[src/rtl/keypad_matrix_scanner.sv]
// 4x4 key matrix scanner with frame-based press/release debounce.
// Drives one column at a time, samples the synchronized rows at the end of
// each column dwell, and evaluates the whole 16-key frame once per scan.
module keypad_matrix_scanner #(
  parameter int SCAN_DIV = 1000,
  parameter int DEBOUNCE = 4
) (
  input  logic       clk,
  input  logic       rst,
  input  logic [3:0] row,
  output logic [3:0] col,
  output logic [3:0] key_code,
  output logic       key_valid,
  output logic       key_held
);

  localparam int            DW         = (SCAN_DIV > 1) ? $clog2(SCAN_DIV) : 1;
  localparam logic [DW-1:0] DWELL_LAST = DW'(SCAN_DIV - 1);
  localparam logic [3:0]    DB         = 4'(DEBOUNCE);

  typedef enum logic [1:0] {IDLE, PRESS_DB, PRESSED, REL_DB} state_t;

  logic [3:0]    row_p0, row_p1;
  logic [DW-1:0] dwell;
  logic [1:0]    col_idx;
  logic          last_dwell, frame_end;
  logic [15:0]   snap, frame_now;
  logic [4:0]    ones;
  logic [3:0]    res_code;
  logic          res_vld;
  state_t        state, state_nx;
  logic [3:0]    cand, cand_nx, cnt, cnt_nx, code_nx;
  logic          valid_nx, held_nx, match_held;

  // Two-flop synchronizer for the asynchronous row lines
  always_ff @(posedge clk or posedge rst) begin
    if (rst) begin
      row_p0 <= '0;
      row_p1 <= '0;
    end else begin
      row_p0 <= row;
      row_p1 <= row_p0;
    end
  end

  assign last_dwell = (dwell == DWELL_LAST);
  assign frame_end  = last_dwell && col[3];

  // Column index is the bit position of the one-hot column drive
  always_comb begin
    col_idx = 2'd0;
    case (col)
      4'b0010: col_idx = 2'd1;
      4'b0100: col_idx = 2'd2;
      4'b1000: col_idx = 2'd3;
      default: col_idx = 2'd0;
    endcase
  end

  // Dwell counter and one-hot column rotation
  always_ff @(posedge clk or posedge rst) begin
    if (rst) begin
      dwell <= '0;
      col   <= 4'b0001;
    end else if (last_dwell) begin
      dwell <= '0;
      col   <= {col[2:0], col[3]};
    end else begin
      dwell <= dwell + DW'(1);
    end
  end

  // Capture the settled rows of the driven column into the frame snapshot
  always_ff @(posedge clk or posedge rst) begin
    if (rst) begin
      snap <= '0;
    end else if (last_dwell) begin
      snap[col_idx*4 +: 4] <= row_p1;
    end
  end

  // Frame seen at frame end: the snapshot with the column being sampled now
  // spliced in, so evaluation happens on the same edge as the last capture.
  // Snapshot bit col*4+row maps to key code row*4+col.
  always_comb begin
    frame_now                  = snap;
    frame_now[col_idx*4 +: 4]  = row_p1;
    ones                       = 5'd0;
    res_code                   = 4'd0;
    for (int b = 0; b < 16; b++) begin
      if (frame_now[b]) begin
        ones     = ones + 5'd1;
        res_code = 4'((b % 4) * 4 + (b / 4));
      end
    end
    res_vld    = (ones == 5'd1);
  end

  assign match_held = res_vld && (res_code == key_code);

  // Debounce FSM state and registered outputs
  always_ff @(posedge clk or posedge rst) begin
    if (rst) begin
      state     <= IDLE;
      cand      <= 4'd0;
      cnt       <= 4'd0;
      key_code  <= 4'd0;
      key_valid <= 1'b0;
      key_held  <= 1'b0;
    end else begin
      state     <= state_nx;
      cand      <= cand_nx;
      cnt       <= cnt_nx;
      key_code  <= code_nx;
      key_valid <= valid_nx;
      key_held  <= held_nx;
    end
  end

  // Next-state logic; all transitions happen only on the frame-end cycle
  always_comb begin
    state_nx = state;
    cand_nx  = cand;
    cnt_nx   = cnt;
    code_nx  = key_code;
    valid_nx = 1'b0;
    if (frame_end) begin
      case (state)
        IDLE: begin
          if (res_vld) begin
            if (DB == 4'd1) begin
              state_nx = PRESSED;
              code_nx  = res_code;
              valid_nx = 1'b1;
            end else begin
              state_nx = PRESS_DB;
              cand_nx  = res_code;
              cnt_nx   = 4'd1;
            end
          end
        end
        PRESS_DB: begin
          if (!res_vld) begin
            state_nx = IDLE;
            cnt_nx   = 4'd0;
          end else if (res_code == cand) begin
            if (cnt + 4'd1 == DB) begin
              state_nx = PRESSED;
              code_nx  = cand;
              valid_nx = 1'b1;
              cnt_nx   = 4'd0;
            end else begin
              cnt_nx = cnt + 4'd1;
            end
          end else begin
            cand_nx = res_code;
            cnt_nx  = 4'd1;
          end
        end
        PRESSED: begin
          if (!match_held) begin
            if (DB == 4'd1) begin
              state_nx = IDLE;
              cnt_nx   = 4'd0;
            end else begin
              state_nx = REL_DB;
              cnt_nx   = 4'd1;
            end
          end
        end
        REL_DB: begin
          if (match_held) begin
            state_nx = PRESSED;
            cnt_nx   = 4'd0;
          end else if (cnt + 4'd1 == DB) begin
            state_nx = IDLE;
            cnt_nx   = 4'd0;
          end else begin
            cnt_nx = cnt + 4'd1;
          end
        end
        default: state_nx = IDLE;
      endcase
    end
    held_nx = (state_nx == PRESSED) || (state_nx == REL_DB);
  end

endmodule
[config.mk]
export PLATFORM = sky130hd
export DESIGN_NAME = keypad_matrix_scanner
export DESIGN_NICKNAME = d
export VERILOG_FILES = /design/src/rtl/keypad_matrix_scanner.sv
export SDC_FILE = /design/constraint.sdc
export NUM_CORES = 1
export LEC_CHECK = 0
export BUFFER_PORTS_ARGS = -buffer_cell sky130_fd_sc_hd__buf_2
export CORE_ASPECT_RATIO = 1.25
export CORE_UTILIZATION = 35
export CTS_CLUSTER_DIAMETER = 100
export DETAILED_ROUTE_END_ITERATION = 10
export PLACE_DENSITY_LB_ADDON = 0.1
export SLEW_MARGIN = 30
export SYNTH_ARGS = -nofsm -noshare
export SYNTH_HDL_FRONTEND = slang
export SYNTH_SLANG_ARGS = --single-unit
[constraint.sdc]
create_clock -name clk -period 10.8 [get_ports clk]
set_input_delay 1.62 -clock clk [delete_from_list [all_inputs] [get_ports clk]]
set_output_delay 1.62 -clock clk [all_outputs]
set_load 0.01 [all_outputs]
==> flow_metrics.env, run 1 <==
export IMPL_hold_path_class="register to register"
export IMPL_cts_buffers=5
export IMPL_grt_overflow=0
export IMPL_cts_tree="built"
export IMPL_tightest_slew_ns=0.915
export IMPL_rsz0062_at_grt="true"
export IMPL_timing_final_crit_share_pct=99.3
export IMPL_postSynthAreaPerCell_um2=8.56
export IMPL_start_util_pct=36.3
export IMPL_htreeDepth=2
export IMPL_holdBufCountCts=0
export IMPL_slowest_delay_ns=0.49
export IMPL_path_common_cell="ha_4"
export IMPL_clockRootBuffer="clkbuf_16"
export IMPL_grt_pass1_vias=4142
export IMPL_dp_hpwl_mm=9.09
export IMPL_wl_per_cell_um=15.3
export IMPL_placed_cell_area_um2=5270
export IMPL_drive_gt1_share_pct=24.1
export IMPL_wl_met2_mm=6.10
export IMPL_grtUsageTotal_pct=18.0
export IMPL_synth_most_common_cell="nand2_1"
export IMPL_setup_violations=0
export IMPL_start_kind="register"
export IMPL_ff2ff_path_depth=55
export IMPL_p_leak_nw=2.48
export IMPL_synth_cells=544
export IMPL_crit_type="register to register"
export IMPL_placed_cells=740
export IMPL_fillCellCount=1287
export IMPL_drc=0
export IMPL_ys_ff_latch=54
export IMPL_synth_top_area_cell="dfrtp_1"
export IMPL_vias_per_cell=5.39
export IMPL_fmaxAchievable_mhz=93.3
export IMPL_clock_latency_ns=0.30
export IMPL_synth_ff_type="dfrtp_1"
export IMPL_cts_buffer_depth=2
export IMPL_top_layer="met4"
export IMPL_antenna_found_initial=0
export IMPL_synth_top_area_share_pct=28.5
export IMPL_ys_warnings_count=0
export IMPL_skew_ns=0.0143
export IMPL_hold_ws_ns=0.353
export IMPL_final_hold_viol_count=0
export IMPL_syn_nets=571
export IMPL_wl_mm=11.7
export IMPL_synth_edf_count=0
export IMPL_vdd_drop_max_uv=100
export IMPL_diodes=0
export IMPL_critPathMaxFanout=4
export IMPL_final_nets=627
export IMPL_clock_sinks=54
export IMPL_die_area_um2=13800
export IMPL_io_pin_count=16
export IMPL_whs_path_depth=0
export IMPL_die_y_um=131
export IMPL_rows=46
export IMPL_cp_arrival_ns=10.90
export IMPL_fin_cells=769
export IMPL_netlist_area_um2=4660
export IMPL_maxSlewHeadroom_pct=38.5
export IMPL_grt_first_pass_wirelength_mm=20.0
export IMPL_clk_pin_slew_ns=0.08
export IMPL_firstDrtPassIters=4
export IMPL_gp_congestion=0.839
export IMPL_yosysUniqueCellTypes=87
export IMPL_port_buffers=15
export IMPL_die_x_um=105
export IMPL_wl_met3_um=166
export IMPL_ant_nets=0
export IMPL_first_iter_violations=158
export IMPL_grt_max_degree=55
export IMPL_core_area_um2=12800
export IMPL_maxSlewViolCount=0
export IMPL_drv_cap=0
export IMPL_synthArstFlopShare_pct=100
export IMPL_tns_ns=0
export IMPL_worstSetupEndpointType="register"
export IMPL_final_area_um2=5700
export IMPL_synth_seq_area_share_pct=29.0
export IMPL_slowest_stage="or4_1"
export IMPL_status="finished, final reports clean"
export IMPL_power_density_nw_per_um2=92.8
export IMPL_crit_required_ns=10.98
export IMPL_vias=4144
export IMPL_syn_to_final_growth_pct=22.3
export IMPL_ys_top_cells_by_count="nand2_1 (81), dfrtp_1 (53), nor2_1 (41)"
export IMPL_period_minus_slack_ns=10.72
export IMPL_ys_top_cells_by_area="dfrtp_1 (28%), xnor2_1 (6.6%), nand2_1 (6.5%)"
export IMPL_m1WireLength_mm=5.28
[final cells by class]
type	instances	area [um^2]	share of cell area, %
clock buffer	5	125	2.20
clock inverter	3	48.8	0.856
inverter	23	86.3	1.52
multi-input combinational	452	3420	60.0
sequential	54	1350	23.8
tap	168	210	3.69
timing repair buffer	64	454	7.97
[state kept, by name, indices dropped and copies added, names as in the netlist]
name and cells:
snap 16, dwell 10, cand 4, cnt 4, col 4, key_code 4, row_p0 4, row_p1 4
state 2, key_held 1, key_valid 1
[cells by family after synthesis]
logic type | synth area share, %
adder cells (fa/ha/maj) | 5.64
multiplexers | 3.28
buffers and inverters | 3.28
AND/OR/NAND/NOR | 23.8
AO/OA/AOI/OAI | 21.3
flip-flops | 29.0
XOR/XNOR | 13.7
[worst paths after layout]
path | startpoint | to | slack, ns
worst max register to register | col[1] | cand[0] | 0.08
min in group asynchronous | rst | dwell[1] | 1.49
max in group asynchronous | rst | col[1] | 8.81
worst max-delay path | col[1] | cand[0] | 0.08
worst min-delay path | row_p0[2] | row_p1[2] | 0.35
worst min register to register | row_p0[2] | row_p1[2] | 0.35
[worst max-delay path: cells and delay by family (launching register included)]
kind,cells,cell delay [ns]
AND/OR/NAND/NOR,12,1.78
buffers and inverters,3,0.20
multiplexers,7,1.88
adder cells (fa/ha/maj),15,3.81
AO/OA/AOI/OAI,18,2.42
flip-flops,1,0.47
[through the flow]
step           total power [mW]  utilization [%]  worst slack, ns
2_1_floorplan             0.302                -           -0.120
3_3_place_gp              0.326             41.1           0.0466
3_5_place_dp              0.329             41.1           -0.101
4_1_cts                   0.528             43.4         0.000181
5_1_grt                   0.558             44.4           -0.381
6_report                  0.529             44.4           0.0785
[timing repair]
item,CTS,global route
gates resized for setup,6,21
setup endpoints to repair,7,16
gates cloned,0,0
pin swaps,11,11
buffers inserted,12,10
[power by group]
part	switching [mW]	leakage [nW]	total (mW)	internal (mW)
Sequential	0.00254	0.716	0.206	0.204
Clock	0.0759	0.0819	0.187	0.111
Combinational	0.0659	1.69	0.136	0.0700
[layout by cell type (no fill, tap or decap), types with 5 or more instances in the layout]
cell       count
nand2_1       74
dfrtp_1       52
buf_4         46
nor2_1        39
xnor2_1       34
o21ai_0       27
nand3_1       20
inv_1         18
xor2_1        16
buf_2         15
nor2b_1       13
a21oi_1       12
ha_1          11
ha_4          10
o21ai_1        9
and2_1         9
and3_1         8
nand2_2        7
or3_1          7
a21o_1         7
a31oi_1        7
o22ai_1        6
mux2_4         6
mux2i_1        6
nor3_1         5
nand2b_1       5
inv_2          5
clkbuf_16      5
[routing by layer]
layer / vias to the layer above / global-route usage, %
li1: 2064 / -
met4: 0 / 5.22
met2: 43 / 34.2
met3: 13 / 1.74
met5: - / 0
met1: 2024 / 21.4
No activity file was read; power rests on OpenSTA's default activity.
==> run 2, diff against run 1 <==
ABC_AREA = 1   (was not set)
==> run 2 against run 1 <==
- count of clock-buffer cells in the layout did not move
- critical path type unchanged
- wire length fell by 17%
- worst setup slack improved by 0.87 ns
- clock power barely moved
- sequential power barely moved
- critical endpoint is now key_code[2]
- synthesized cell count rose by 28%
==> flow_metrics.env, run 2 <==
export IMPL_status="finished, final reports clean"
export IMPL_start_util_pct=36.4
export IMPL_ys_top_cells_by_count="nand2_1 (207), inv_1 (117), nand3_1 (61)"
export IMPL_largest_register="snap"
export IMPL_skew_ns=0.00432
export IMPL_slowest_stage="dfrtp_1"
export IMPL_crit_type="register to register"
export IMPL_ant_nets=0
export IMPL_clock_sinks=54
export IMPL_dp_hpwl_mm=7.79
export IMPL_power_density_nw_per_um2=93.0
export IMPL_ys_top_cells_by_area="dfrtp_1 (30%), nand2_1 (17%), inv_1 (9.8%)"
export IMPL_vias=4091
export IMPL_path_common_cell="nand2_1"
export IMPL_cp_arrival_ns=10.03
export IMPL_antenna_found_initial=0
export IMPL_vias_per_cell=4.66
export IMPL_wl_per_cell_um=11.1
export IMPL_drive_gt1_share_pct=12.6
export IMPL_start_kind="register"
export IMPL_worstSetupEndpointType="register"
export IMPL_drv_cap=0
export IMPL_cts_buffers=5
export IMPL_ys_ff_latch=54
export IMPL_crit_required_ns=10.98
export IMPL_die_area_um2=13300
export IMPL_maxSlewHeadroom_pct=49.9
export IMPL_setup_violations=0
export IMPL_core_area_um2=12300
export IMPL_clock_latency_ns=0.30
export IMPL_maxSlewViolCount=0
export IMPL_critPathMaxFanout=10
export IMPL_first_iter_violations=153
export IMPL_grtUsageTotal_pct=16.2
export IMPL_netlist_area_um2=4490
export IMPL_rsz0062_at_grt="false"
export IMPL_holdBufCountCts=0
export IMPL_fmaxAchievable_mhz=102
export IMPL_dp_worst_setup_slack_ns=0.983
export IMPL_setup_slack_ns=0.950
export IMPL_final_cell_mix="nand2_1 (207), inv_1 (116), nand3_1 (61), nor2_1 (60), dfrtp_1 (53)"
export IMPL_synth_ff_type="dfrtp_1"
export IMPL_total_power_mw=0.459
export IMPL_slowest_delay_ns=0.43
export IMPL_placed_cells=869
export IMPL_die_x_um=103
export IMPL_largest_reg_flops=16
export IMPL_post_cts_buffers=0
export IMPL_yosysUniqueCellTypes=42
export IMPL_reg_largest_list="snap: 16 flops, dwell: 10 flops"
export IMPL_firstDrtPassIters=4
export IMPL_tightest_slew_ns=0.733
export IMPL_synth_top_area_cell="dfrtp_1"
export IMPL_syn_nets=721
export IMPL_htreeDepth=2
export IMPL_gp_congestion=0.817
export IMPL_grt_pass1_vias=3943
export IMPL_path_buf_inv=7
export IMPL_hold_ws_ns=0.351
export IMPL_tns_ns=0
export IMPL_drc=0
export IMPL_synth_seq_area_share_pct=30.1
export IMPL_path_delay_family="adder cells"
export IMPL_final_common_cell="nand2_1"
export IMPL_clockRootBuffer="clkbuf_16"
export IMPL_grt_max_degree=55
export IMPL_postSynthAreaPerCell_um2=6.47
export IMPL_period_minus_slack_ns=9.85
export IMPL_synth_top_area_share_pct=29.5
export IMPL_grt_overflow=0
export IMPL_cts_buffer_depth=2
export IMPL_rows=45
export IMPL_cts_resized=0
export IMPL_placed_cell_area_um2=4760
export IMPL_final_area_um2=4930
export IMPL_clk_pin_slew_ns=0.07
export IMPL_port_buffers=15
export IMPL_die_y_um=129
export IMPL_timing_final_crit_share_pct=91.2
export IMPL_vdd_drop_max_uv=101
export IMPL_final_nets=739
export IMPL_synthArstFlopShare_pct=100
export IMPL_io_pin_count=16
export IMPL_wl_mm=9.73
export IMPL_p_leak_nw=2.83
export IMPL_grt_first_pass_wirelength_mm=17.4
export IMPL_diodes=0
export IMPL_postLayoutCoreUtil_pct=40.0
export IMPL_final_hold_viol_count=0
export IMPL_synth_edf_count=0
export IMPL_hold_path_class="register to register"
export IMPL_cts_tree="built"
export IMPL_synth_cells=694
export IMPL_synth_most_common_cell="nand2_1"
export IMPL_ys_warnings_count=0
export IMPL_fin_cells=877
export IMPL_syn_to_final_growth_pct=9.77
-- run 2: changes by cell type after synthesis, sizes merged, moves of 8 or more --
| cell | before | now |
|---|---|---|
| nand2 | 81 | 238 |
| inv | 23 | 125 |
| nand3 | 20 | 65 |
| xnor2 | 37 | 3 |
| nor2 | 41 | 65 |
| nor2b | 14 | 0 |
| xor2 | 18 | 5 |
| and2 | 11 | 0 |
| or3 | 9 | 0 |
| and3 | 8 | 0 |
| nand3b | 1 | 9 |
-- run 2: final cells by class --
cell class                      count  area, um^2
Sequential cell                    54        1350
Tap cell                          164         205
Multi-Input combinational cell    507        2630
Clock inverter                      3        48.8
Clock buffer                        5         125
Inverter                          127         483
Timing Repair Buffer               17        90.1
Fill cell                        1318        7400
-- run 2: path summary, 6_finish.rpt --
path	from	end	slack, ns	cells after the start
setup / recovery	col[3]	key_code[2]	0.95	62
hold / removal	row_p0[2]	row_p1[2]	0.35	0
hold reg to reg	row_p0[2]	row_p1[2]	0.35	0
min in group asynchronous	rst	key_held	1.50	3
max in group asynchronous	rst	snap[0]	8.86	3
setup reg to reg	col[3]	key_code[2]	0.95	62
-- run 2: metal layers --
metal  routed length [um]  vias to the layer above  global-route usage (%)
met3                  175                        6                    1.90
met4                   73                        0                    3.65
li1                     -                     2212                       -
met1                 4480                     1845                    19.7
met2                 5010                       28                    29.9
met5                    0                        -                       0
-- run 2: logic make-up after synthesis --
kind of cell,count (synthesis),share of synthesized area (%)
simple gates,407,41.6
fa+ha+maj,21,5.85
compound gates,71,9.47
xor+xnor,8,1.56
buf+inv,133,11.4
flops,54,30.1
-- run 2: report_power, final --
group / switching, mW / internal (mW) / total [mW] / leakage (nW)
combinational: 0.0435 / 0.0211 / 0.0646 / 2.03
clock: 0.0787 / 0.111 / 0.190 / 0.0819
sequential: 0.000518 / 0.204 / 0.204 / 0.718
total: 0.123 / 0.336 / 0.459 / 2.83
==> run 3, diff against run 2 <==
ABC_AREA = 0   (was 1)
CORE_UTILIZATION = 38   (was 35)
==> run 3 against run 2 <==
- the flow now finishes with violations (setup timing)
- final cell count fell by 12%
- sequential power hardly changed
- clock skew up 0.0014 ns
- wire length rose by 24%
- total power grew 14%
- sequential share of layout area is 4.1 points lower
- first-iteration DRC count increased by 25%
- via count rose by 3.1%
- flip-flop and latch count is the same
- design area grew 17%
==> flow_metrics.env, run 3 (synthesized netlist as in run 1, its figures left out) <==
export IMPL_rsz0062_at_grt="true"
export IMPL_start_util_pct=39.5
export IMPL_start_kind="register"
export IMPL_grt_overflow=0
export IMPL_antenna_found_initial=0
export IMPL_maxSlewHeadroom_pct=42.2
export IMPL_die_area_um2=12700
export IMPL_die_y_um=126
export IMPL_vias=4219
export IMPL_fillCellCount=1154
export IMPL_grtUsageTotal_pct=19.7
export IMPL_drv_cap=0
export IMPL_holdBufCountCts=0
export IMPL_clock_latency_ns=0.30
export IMPL_wl_mm=12.1
export IMPL_largest_register="snap"
export IMPL_critPathMaxFanout=3
export IMPL_htreeDepth=2
export IMPL_drc=0
export IMPL_slowest_stage="or4_1"
export IMPL_placed_cells=734
export IMPL_violations="setup timing"
export IMPL_ff2ff_path_depth=57
export IMPL_cts_tree="built"
export IMPL_die_x_um=101
export IMPL_rows=44
export IMPL_setup_violations=5
export IMPL_diodes=0
export IMPL_dp_hpwl_mm=8.95
export IMPL_reg2reg_from="col[2]"
export IMPL_ant_nets=0
export IMPL_min_to="row_p1[1]"
export IMPL_maxSlewViolCount=0
export IMPL_io_pin_count=16
export IMPL_crit_type="register to register"
export IMPL_vdd_drop_max_uv=92.3
export IMPL_grt_max_degree=55
export IMPL_cp_arrival_ns=11.09
export IMPL_vias_per_cell=5.49
export IMPL_wl_per_cell_um=15.7
export IMPL_hold_ws_ns=0.348
export IMPL_final_hold_viol_count=0
export IMPL_timing_rr_end="cand[1]"
export IMPL_final_nets=634
export IMPL_firstDrtPassIters=5
export IMPL_slowest_delay_ns=0.50
export IMPL_drive_gt1_share_pct=26.6
export IMPL_skew_ns=0.00575
export IMPL_reg2reg_slack_ns=-0.07
export IMPL_crit_required_ns=11.02
export IMPL_first_iter_violations=191
export IMPL_hold_start="row_p0[1]"
export IMPL_p_leak_nw=2.52
export IMPL_cts_buffer_depth=2
export IMPL_grt_first_pass_wirelength_mm=20.2
export IMPL_fin_cells=769
export IMPL_fmaxAchievable_mhz=92.0
export IMPL_period_minus_slack_ns=10.87
export IMPL_reg_largest_list="snap: 16 flops, dwell: 10 flops"
export IMPL_setup_slack_ns=-0.0686
export IMPL_port_buffers=15
export IMPL_syn_to_final_growth_pct=24.4
export IMPL_worstSetupEndpointType="register"
export IMPL_timing_final_crit_share_pct=101
export IMPL_grt_pass1_vias=4248
export IMPL_postLayoutCoreUtil_pct=49.2
export IMPL_clockRootBuffer="clkbuf_16"
export IMPL_clk_pin_slew_ns=0.08
export IMPL_clock_sinks=54
export IMPL_whs_path_depth=0
export IMPL_gp_congestion=0.892
export IMPL_path_common_cell="ha_4"
export IMPL_power_density_nw_per_um2=90.3
export IMPL_largest_reg_flops=16
export IMPL_hold_path_class="register to register"
export IMPL_status="finished with violations"
export IMPL_tightest_slew_ns=0.867
export IMPL_core_area_um2=11800
export IMPL_final_common_cell="nand2_1"
export IMPL_cts_buffers=5
export IMPL_final_cell_mix="nand2_1 (73), dfrtp_1 (52), buf_4 (52), nor2_1 (38), xnor2_1 (34)"
[run 3: changes by cell type in the layout (fill, tap and decap cells not counted), moves of 22 or more]
cell,change
buf_4,+50
inv_1,-98
nand2_1,-134
nand2_2,-24
nand3_1,-41
nor2_1,-22
xnor2_1,+31
[run 3: what timing repair did]
item / 4_1_cts / 5_1_grt
gates cloned: 0 / 0
setup endpoints to repair: 7 / 16
buffers inserted: 16 / 11
pin swaps: 15 / 18
gates resized for setup: 6 / 34
[run 3: power breakdown]
| group | switching, mW | internal, mW | total [mW] |
|---|---|---|---|
| Sequential | 0.00211 | 0.203 | 0.206 |
| Clock | 0.0804 | 0.0874 | 0.168 |
| Combinational | 0.0714 | 0.0784 | 0.150 |
[run 3: through the flow]
step	cell area [um^2]	total power, mW	setup WS (ns)	setup TNS [ns]
5_1_grt	5790	0.552	-0.535	-6.11
4_1_cts	5570	0.511	0.00438	0
2_1_floorplan	4850	0.302	-0.120	-0.120
6_report	5790	0.523	-0.0686	-0.208
3_5_place_dp	5270	0.331	-0.166	-0.701
3_3_place_gp	5270	0.326	0.0550	0
[run 3: how the worst max path moves through the flow]
stage           start       to  slack (ns)  cells after the start
2_1_floorplan  col[3]  cand[0]       -0.12                     58
3_5_place_dp   col[3]  cand[1]       -0.17                     55
3_3_place_gp   col[3]  cand[1]        0.06                     55
4_1_cts        col[3]  cand[1]       0.004                     57
5_1_grt        col[2]  cand[1]       -0.53                     57
6_report       col[2]  cand[1]       -0.07                     57
[run 3: area by class of cell]
type,count,area (um^2),area share (%)
clock buffers,5,125,2.16
clock inverters,3,25.0,0.432
inverters,23,88.8,1.53
multi-input cells,452,3480,60.1
flip-flops and latches,54,1350,23.4
well taps,161,201,3.48
repair buffers,71,519,8.96
[run 3: per-layer routing]
metal	vias up	share of wire, %	global-route usage [%]
met5	-	0	0
met4	0	2.1	6.39
met3	21	2.4	1.78
met2	80	51	34.9
met1	2035	45	25.0
li1	2083	-	-
[run 3: critical path, delay by kind of cell (launching register included)]
family	cells	cell delay [ns]
adder cells (fa/ha/maj)	15	3.83
buffers and inverters	4	0.35
XOR/XNOR	1	0.14
multiplexers	7	1.83
flip-flops	1	0.42
AND/OR/NAND/NOR	12	1.84
AO/OA/AOI/OAI	18	2.40
